==> config.mk <==
export PLATFORM = sky130hd
export DESIGN_NAME = vram_arbiter
export DESIGN_NICKNAME = d
export VERILOG_FILES = /design/src/rtl/vram_arbiter_pkg.sv /design/src/rtl/sat_counter.sv /design/src/rtl/vram_arbiter.sv
export SDC_FILE = /design/constraint.sdc
export NUM_CORES = 1
export LEC_CHECK = 0
export ABC_AREA = 1
export ABC_CLOCK_PERIOD_IN_PS = 1800
export BUFFER_PORTS_ARGS = -buffer_cell sky130_fd_sc_hd__buf_2
export CAP_MARGIN = 0
export CORE_MARGIN = 2
export CORE_UTILIZATION = 47
export DETAILED_ROUTE_END_ITERATION = 10
export PLACE_DENSITY = 0.86
export SYNTH_ARGS = -nofsm -noshare
export SYNTH_HDL_FRONTEND = slang
export SYNTH_HIERARCHICAL = 1
export SYNTH_SLANG_ARGS = --single-unit
==> constraint.sdc <==
create_clock -name clk -period 1.8 [get_ports clk]
set_input_delay 0.36 -clock clk [delete_from_list [all_inputs] [get_ports clk]]
set_output_delay 0.36 -clock clk [all_outputs]
set_load 0.02 [all_outputs]
==> src/rtl/vram_arbiter_pkg.sv <==
// vram_arbiter_pkg: shared state encoding, request layout and widths for the VRAM arbiter.
package vram_arbiter_pkg;

    localparam int ADDR_W = 24;
    localparam int DATA_W = 16;
    localparam int STAT_W = 16;

    typedef enum logic [1:0] {
        IDLE = 2'd0,
        BUSY = 2'd1,
        RESP = 2'd2
    } state_t;

    typedef struct packed {
        logic              wr;
        logic [3:0]        mask;
        logic [ADDR_W-1:0] addr;
        logic [DATA_W-1:0] data;
    } req_t;

endpackage

==> src/rtl/sat_counter.sv <==
// sat_counter: saturating event counter with synchronous clear (used by VRAM_ARBITER_STATS_EN).
module sat_counter
    import vram_arbiter_pkg::*;
#(
    parameter int W = STAT_W
) (
    input  logic         clk,
    input  logic         reset_n_i,
    input  logic         i_clear,
    input  logic         i_inc,
    output logic [W-1:0] o_count
);

    logic [W-1:0] r_count;

    // Clear wins over a same-cycle increment.
    always_ff @(posedge clk or negedge reset_n_i) begin
        if (!reset_n_i)
            r_count <= '0;
        else if (i_clear)
            r_count <= '0;
        else if (i_inc && !(&r_count))
            r_count <= r_count + 1'b1;
    end

    assign o_count = r_count;

endmodule

==> src/rtl/vram_arbiter.sv <==
// vram_arbiter: two-requester framebuffer arbiter, one downstream access at a time.
// Optional grant counters are built when VRAM_ARBITER_STATS_EN is defined.
module vram_arbiter
    import vram_arbiter_pkg::*;
#(
    parameter bit FIXED_PRIORITY = 1'b0,
    parameter int ADDR_W         = vram_arbiter_pkg::ADDR_W,
    parameter int DATA_W         = vram_arbiter_pkg::DATA_W
) (
    input  logic              clk,
    input  logic              reset_n_i,
`ifdef VRAM_ARBITER_STATS_EN
    input  logic              stat_clear_i,
    output logic [15:0]       stat0_grants_o,
    output logic [15:0]       stat1_grants_o,
`endif
    input  logic              m0_sel_i,
    input  logic              m0_wr_i,
    input  logic [3:0]        m0_mask_i,
    input  logic [ADDR_W-1:0] m0_addr_i,
    input  logic [DATA_W-1:0] m0_data_i,
    output logic              m0_ack_o,
    output logic [DATA_W-1:0] m0_data_o,
    input  logic              m1_sel_i,
    input  logic              m1_wr_i,
    input  logic [3:0]        m1_mask_i,
    input  logic [ADDR_W-1:0] m1_addr_i,
    input  logic [DATA_W-1:0] m1_data_i,
    output logic              m1_ack_o,
    output logic [DATA_W-1:0] m1_data_o,
    output logic              vram_sel_o,
    output logic              vram_wr_o,
    output logic [3:0]        vram_mask_o,
    output logic [ADDR_W-1:0] vram_addr_o,
    output logic [DATA_W-1:0] vram_data_o,
    input  logic              vram_ack_i,
    input  logic [DATA_W-1:0] vram_data_i
);

    state_t r_state;
    state_t w_next;
    logic   r_last;
    logic   r_owner;
    logic   w_grant;
    logic   w_win;

    // On a tie the requester that did not win last time goes next.
    always_comb begin
        w_win   = (m0_sel_i && m1_sel_i) ? (FIXED_PRIORITY ? 1'b0 : ~r_last) : ~m0_sel_i;
        w_grant = (r_state == IDLE) && (m0_sel_i || m1_sel_i);
        w_next  = (r_state == IDLE) ? (w_grant ? BUSY : IDLE) :
                  (r_state == BUSY) ? (vram_ack_i ? RESP : BUSY) : IDLE;
    end

    always_ff @(posedge clk or negedge reset_n_i) begin
        if (!reset_n_i)
            r_state <= IDLE;
        else
            r_state <= w_next;
    end

    // Outputs are decoded from the next state so they change together with it.
    always_ff @(posedge clk or negedge reset_n_i) begin
        if (!reset_n_i) begin
            r_last      <= 1'b1;
            r_owner     <= 1'b0;
            vram_sel_o  <= 1'b0;
            vram_wr_o   <= 1'b0;
            vram_mask_o <= '0;
            vram_addr_o <= '0;
            vram_data_o <= '0;
            m0_ack_o    <= 1'b0;
            m1_ack_o    <= 1'b0;
            m0_data_o   <= '0;
            m1_data_o   <= '0;
        end else begin
            vram_sel_o <= (w_next == BUSY);
            m0_ack_o   <= (w_next == RESP) && !r_owner;
            m1_ack_o   <= (w_next == RESP) && r_owner;
            if (w_grant) begin
                r_owner     <= w_win;
                r_last      <= w_win;
                vram_wr_o   <= w_win ? m1_wr_i   : m0_wr_i;
                vram_mask_o <= w_win ? m1_mask_i : m0_mask_i;
                vram_addr_o <= w_win ? m1_addr_i : m0_addr_i;
                vram_data_o <= w_win ? m1_data_i : m0_data_i;
            end
            if (r_state == BUSY && vram_ack_i && !r_owner)
                m0_data_o <= vram_data_i;
            if (r_state == BUSY && vram_ack_i && r_owner)
                m1_data_o <= vram_data_i;
        end
    end

`ifdef VRAM_ARBITER_STATS_EN
    sat_counter #(.W(16)) u_stat0 (
        .clk       (clk),
        .reset_n_i (reset_n_i),
        .i_clear   (stat_clear_i),
        .i_inc     (w_grant && !w_win),
        .o_count   (stat0_grants_o)
    );

    sat_counter #(.W(16)) u_stat1 (
        .clk       (clk),
        .reset_n_i (reset_n_i),
        .i_clear   (stat_clear_i),
        .i_inc     (w_grant && w_win),
        .o_count   (stat1_grants_o)
    );
`endif

endmodule

Yosys cells after proc, flatten, opt, wreduce, memory -nomap -nowiden. Cells that the tools add are included.

Word-level logic and storage cells: 36. Bits in registers: 84. Memories: 0. Bits in latches: 0. Memory bits (read-only): 0. Input bits: 111. Memory bits (writable): 0. Output and inout port bits: 80.

Reduce and logical (&&, ||, !) cells: 10. Add/subtract/negate cells: 0. Magnitude comparators: 0. Bitwise gates (word level): 2. $mul: 0. Divide/modulo/power cells: 0. Eq/ne operators: 3. Muxes and demuxes: 9. Shift-type cells: 0.

Operators by type and width (count): 2-to-1 mux 24 bit (1); 2-to-1 mux 16 bit (1); logical AND 1 bit (7); 2-to-1 mux 2 bit (3); equality test 2 x 1 -> 1 bit, second input constant (2); 2-to-1 mux 4 bit (1); 2-to-1 mux 1 bit (3); equality test 2 bit, second input constant (1); zero test 2 bit (1); NOT 1 bit (2); zero test 1 bit (1); logical OR 1 bit (1).

Logic depth before layout (Yosys ltp).
Word-level depth: 6. Mapped depth: 8. Depth with buffers taken out: 6.

Least setup slack after synthesis. OpenSTA, ideal clock, no wires.

Path kind: reg-to-reg. Start: register r_last. End: register vram_addr_o[0]. Period minus slack after synthesis: 1.274 ns. Data required time: 1.682 ns. Stages on the path, launching flop included: 7. Arrival time: 1.156 ns. Slack: 0.526 ns. Path buffers: 1. Setup time: 0.118 ns. Cells stage by stage: dfstp_2 inv_1 nand2_2 clkbuf_1 nand3_1 nand3_1 nand2_1.

Cells in the longest elaborated chain, start to end: 3.

Ends and longest elaborated chain: start: declaration (line vram_arbiter.sv:42) `logic r_last;`; start signal: assignment (line vram_arbiter.sv:82) `r_last <= w_win;`; NOT 1 bit (line vram_arbiter.sv:49) `w_win = (m0_sel_i && m1_sel_i) ? (FIXED_PRIORITY ? 1'b0 : ~r_last) : ~m0_sel_i;`; 2-to-1 mux 1 bit (line vram_arbiter.sv:49); 2-to-1 mux 24 bit (line vram_arbiter.sv:85) `vram_addr_o <= w_win ? m1_addr_i : m0_addr_i;`; end signal: assignment (line vram_arbiter.sv:85); end: declaration (line vram_arbiter.sv:34) `output logic [ADDR_W-1:0] vram_addr_o,`.

No other way between the ends. A chain may end at the register's enable or synchronous reset.

Final worst setup path.
Start: register r_state[1]. End: register m0_data_o[1].

Cells in the longest elaborated chain, start to end: 3.

Ends and longest elaborated chain: start: declaration (line vram_arbiter.sv:40) `state_t r_state;`; start signal: assignment (line vram_arbiter.sv:59) `r_state <= w_next;`; equality test 2 x 1 -> 1 bit (line vram_arbiter.sv:88) `if (r_state == BUSY && vram_ack_i && !r_owner)`; logical AND 1 bit (2 in a row) (line vram_arbiter.sv:88); end signal: assignment (line vram_arbiter.sv:89) `m0_data_o <= vram_data_i;`; end: declaration (line vram_arbiter.sv:23) `output logic [DATA_W-1:0] m0_data_o,`.

No other way between the ends.

==> results.yml <==
die:
  core_area_mm2: 0.00830
  placementRows: 33
  die_area_mm2: 0.00940
  die_w_um: 97.0
  start_util_pct: 49.0
  ioPinCount: 191
  dieHeight_um: 97.0
cells_and_area:
  utilization_pct: 62.8
  drive_above_1_share_pct: 31.3
  area_growth_pct: 28.3
  antenna_cells: 0
  fill_cells: 726
  layout.nets: 822
  stdcell_count: 821
timing:
  worst_pin_slew_ps: 560
  rsz0062_at_grt: "false"
  finalSetupViolCount: 0
  setup_tns_ps: 0
  slew_headroom_pct: 62.7
  period_share_pct: 86.8
  skew_ps: 11.3
  period_needed_ps: 1560
  finalMaxSlewViolations: 0
  finalHoldViolCount: 0
  fmax_mhz: 640
clocking:
  post_cts_resized: 0
  insertion_delay_ps: 340
  numClockSinks: 84
  cts-root-buf: "clkbuf_8"
  cts_tree: "yes"
  cts_buffer_depth: 2
  numCtsBuffers: 9
  ctsHoldBuffers: 0
  cts_max_level: 3
  cts_setup_buffers: 0
  clk_pin_slew_ps: 90
power_and_ir_drop:
  p_int_mw: 4.63
  seqPwrFrac_pct: 39.1
  swShare_pct: 45.6
  p_switching_mw: 3.88
  irDropWorstVdd_mv: 0.719
  p_leak_nw: 3.29
  powerDensity_mw_per_mm2: 1630
  clock_power_share_pct: 13.9
  pwr-share-comb_pct: 47.0
synthesis:
  yosysMostFrequentCell: "nand2_1"
  syn-num-nets: 641
  synth_top_area_share_pct: 51.1
  ys_seq_area_share_pct: 51.8
  synth-simple-area-share_pct: 28.1
  synth-edff-count: 0
  synth_area_leader_cell: "dfrtp_1"
  synth_top_family_by_area: "simple AND/OR/NAND/NOR gates"
  synth_flop_cell: "dfrtp_1"
  synth.area.top_cells: "dfrtp_1 (51%), nand2_1 (16%), nand3_1 (11%), inv_1 (10%), o21ai_0 (3.4%)"
  syn_inst: 530
  ys_ff_latch: 84
  yosysWarningCount: 6
  syn_avg_cell_area_um2: 7.67
  synthAdderAreaFrac_pct: 0
  synth_common_cells: "nand2_1 (170), inv_1 (111), nand3_1 (90)"
  synth_cell_types: 19
  syn_area_mm2: 0.00406
  synth_mux_area_share_pct: 0
  synth_xor_area_share_pct: 0
  synth_compound_area_share_pct: 4.56
  async_flop_share_pct: 100
flow_run:
  cap_violations: 0
worst_setup_path:
  r2r_end: "m0_data_o[1]$_DFFE_PN0P_"
  rr_startpoint: "r_state[1]$_DFF_PN0_"
  end_kind: "flip-flop"
  path_class: "reg2reg"
  rrSetupSlack_ps: 240
  reg2reg_depth: 3
  critPathLaunch: "r_state[1]$_DFF_PN0_"
  required_ps: 2030
  crit_fanout: 33
  worstPathArrival_ps: 1800
  startpoint_type: "flip-flop"
detailed_routing:
  routed_wl_um: 9710
  avgViaCountPerCell: 4.72
  antenna_left: 0
  route.detailed.drc: 0
  firstDrtPassIters: 5
  drt_iter0_markers: 134
  routedWlPerCell_um: 11.8
  vias: 3873
global_route:
  grt_first_pass_wirelength_um: 16600
  antenna_found_initial: 0
  grt_max_degree: 85
  grt_use_total_pct: 21.1
  overflow: 0
  grt_pass1_vias: 3855
place:
  port_buffers: 190
  hpwl_um: 7120
  dp_cells: 805
  gp_routability_congestion: 0.821
min_path:
  hp-class: "in2async"
run_status:
  status: "completed"
[metal layers]
metal	vias to the layer above	GRT usage (%)	wire, µm
met4	0	10.3	211
met2	151	37.1	5010
met3	19	2.89	513
li1	1947	-	-
met1	1756	25.5	3970
met5	-	0	0
[flip-flops by register name, summed over array words and instances (netlist names), 2 cells and up]
| signal | count |
|---|---|
| vram_addr_o | 24 |
| m0_data_o | 16 |
| m1_data_o | 16 |
| vram_data_o | 16 |
| vram_mask_o | 4 |
| r_state | 2 |
[stage by stage]
step	cell area, µm²	worst slack (ps)	hold slack, ps	power, mW
after floorplan	4060	526	64.4	6.02
after global placement	5040	382	412	7.22
after detailed placement	5040	245	430	7.37
after CTS	5210	215	44.9	8.58
after global routing	5210	26.0	57.7	9.14
final	5210	238	42.7	8.51
[cell usage in the layout, fill, tap and decap left out, types with 2 or more instances in the layout]
cell type and instances:
nand3_2 2, inv_2 3, buf_12 2, o21ai_1 6, buf_2 189, o31ai_1 2
clkbuf_8 9, buf_4 8, inv_1 111, o21ai_0 28, clkinv_4 2, nand2_1 170
clkinvlp_4 3, dfrtp_1 83, nand2_2 2, nand3_1 90
[layout make-up]
| type | count | area, µm² | area share (%) |
|---|---|---|---|
| well taps | 105 | 131 | 2.52 |
| multi-input cells | 303 | 1330 | 25.5 |
| clock inverters | 6 | 48.8 | 0.936 |
| inverters | 114 | 428 | 8.21 |
| repair buffers | 199 | 1050 | 20.1 |
| clock buffers | 10 | 128 | 2.45 |
| flip-flops and latches | 84 | 2100 | 40.4 |
[power groups by stage]
stage	logic, mW	registers (mW)	clock network (mW)
floorplan	1.69	4.33	0
global placement	3.91	3.30	0
detailed placement	4.05	3.32	0
CTS	4.04	3.31	1.23
global route	4.43	3.42	1.30
finish	4.00	3.33	1.18
[worst max-delay path by stage]
stage / to / slack [ps]
finish: m0_data_o[1]$_DFFE_PN0P_ / 240
floorplan: vram_addr_o[0]$_DFFE_PN0P_ / 530
global route: m0_data_o[1]$_DFFE_PN0P_ / 30
CTS: m0_data_o[1]$_DFFE_PN0P_ / 210
detailed placement: m0_data_o[1]$_DFFE_PN0P_ / 240
global placement: m0_data_o[14]$_DFFE_PN0P_ / 380
[critical path, stage by stage, from the launching register on]
cell and delay [ps]:
dfrtp_1 430, nor2_2 190, nand3_2 470, o21ai_0 370
[logic make-up (layout without fill, tap and decap cells)]
| family | count (synthesis) | in the layout |
|---|---|---|
| AND/OR/NAND/NOR | 267 | 267 |
| AO/OA/AOI/OAI | 36 | 36 |
| flip-flops | 84 | 84 |
| buffers and inverters | 143 | 329 |
No activity file was read; power rests on OpenSTA's default activity.
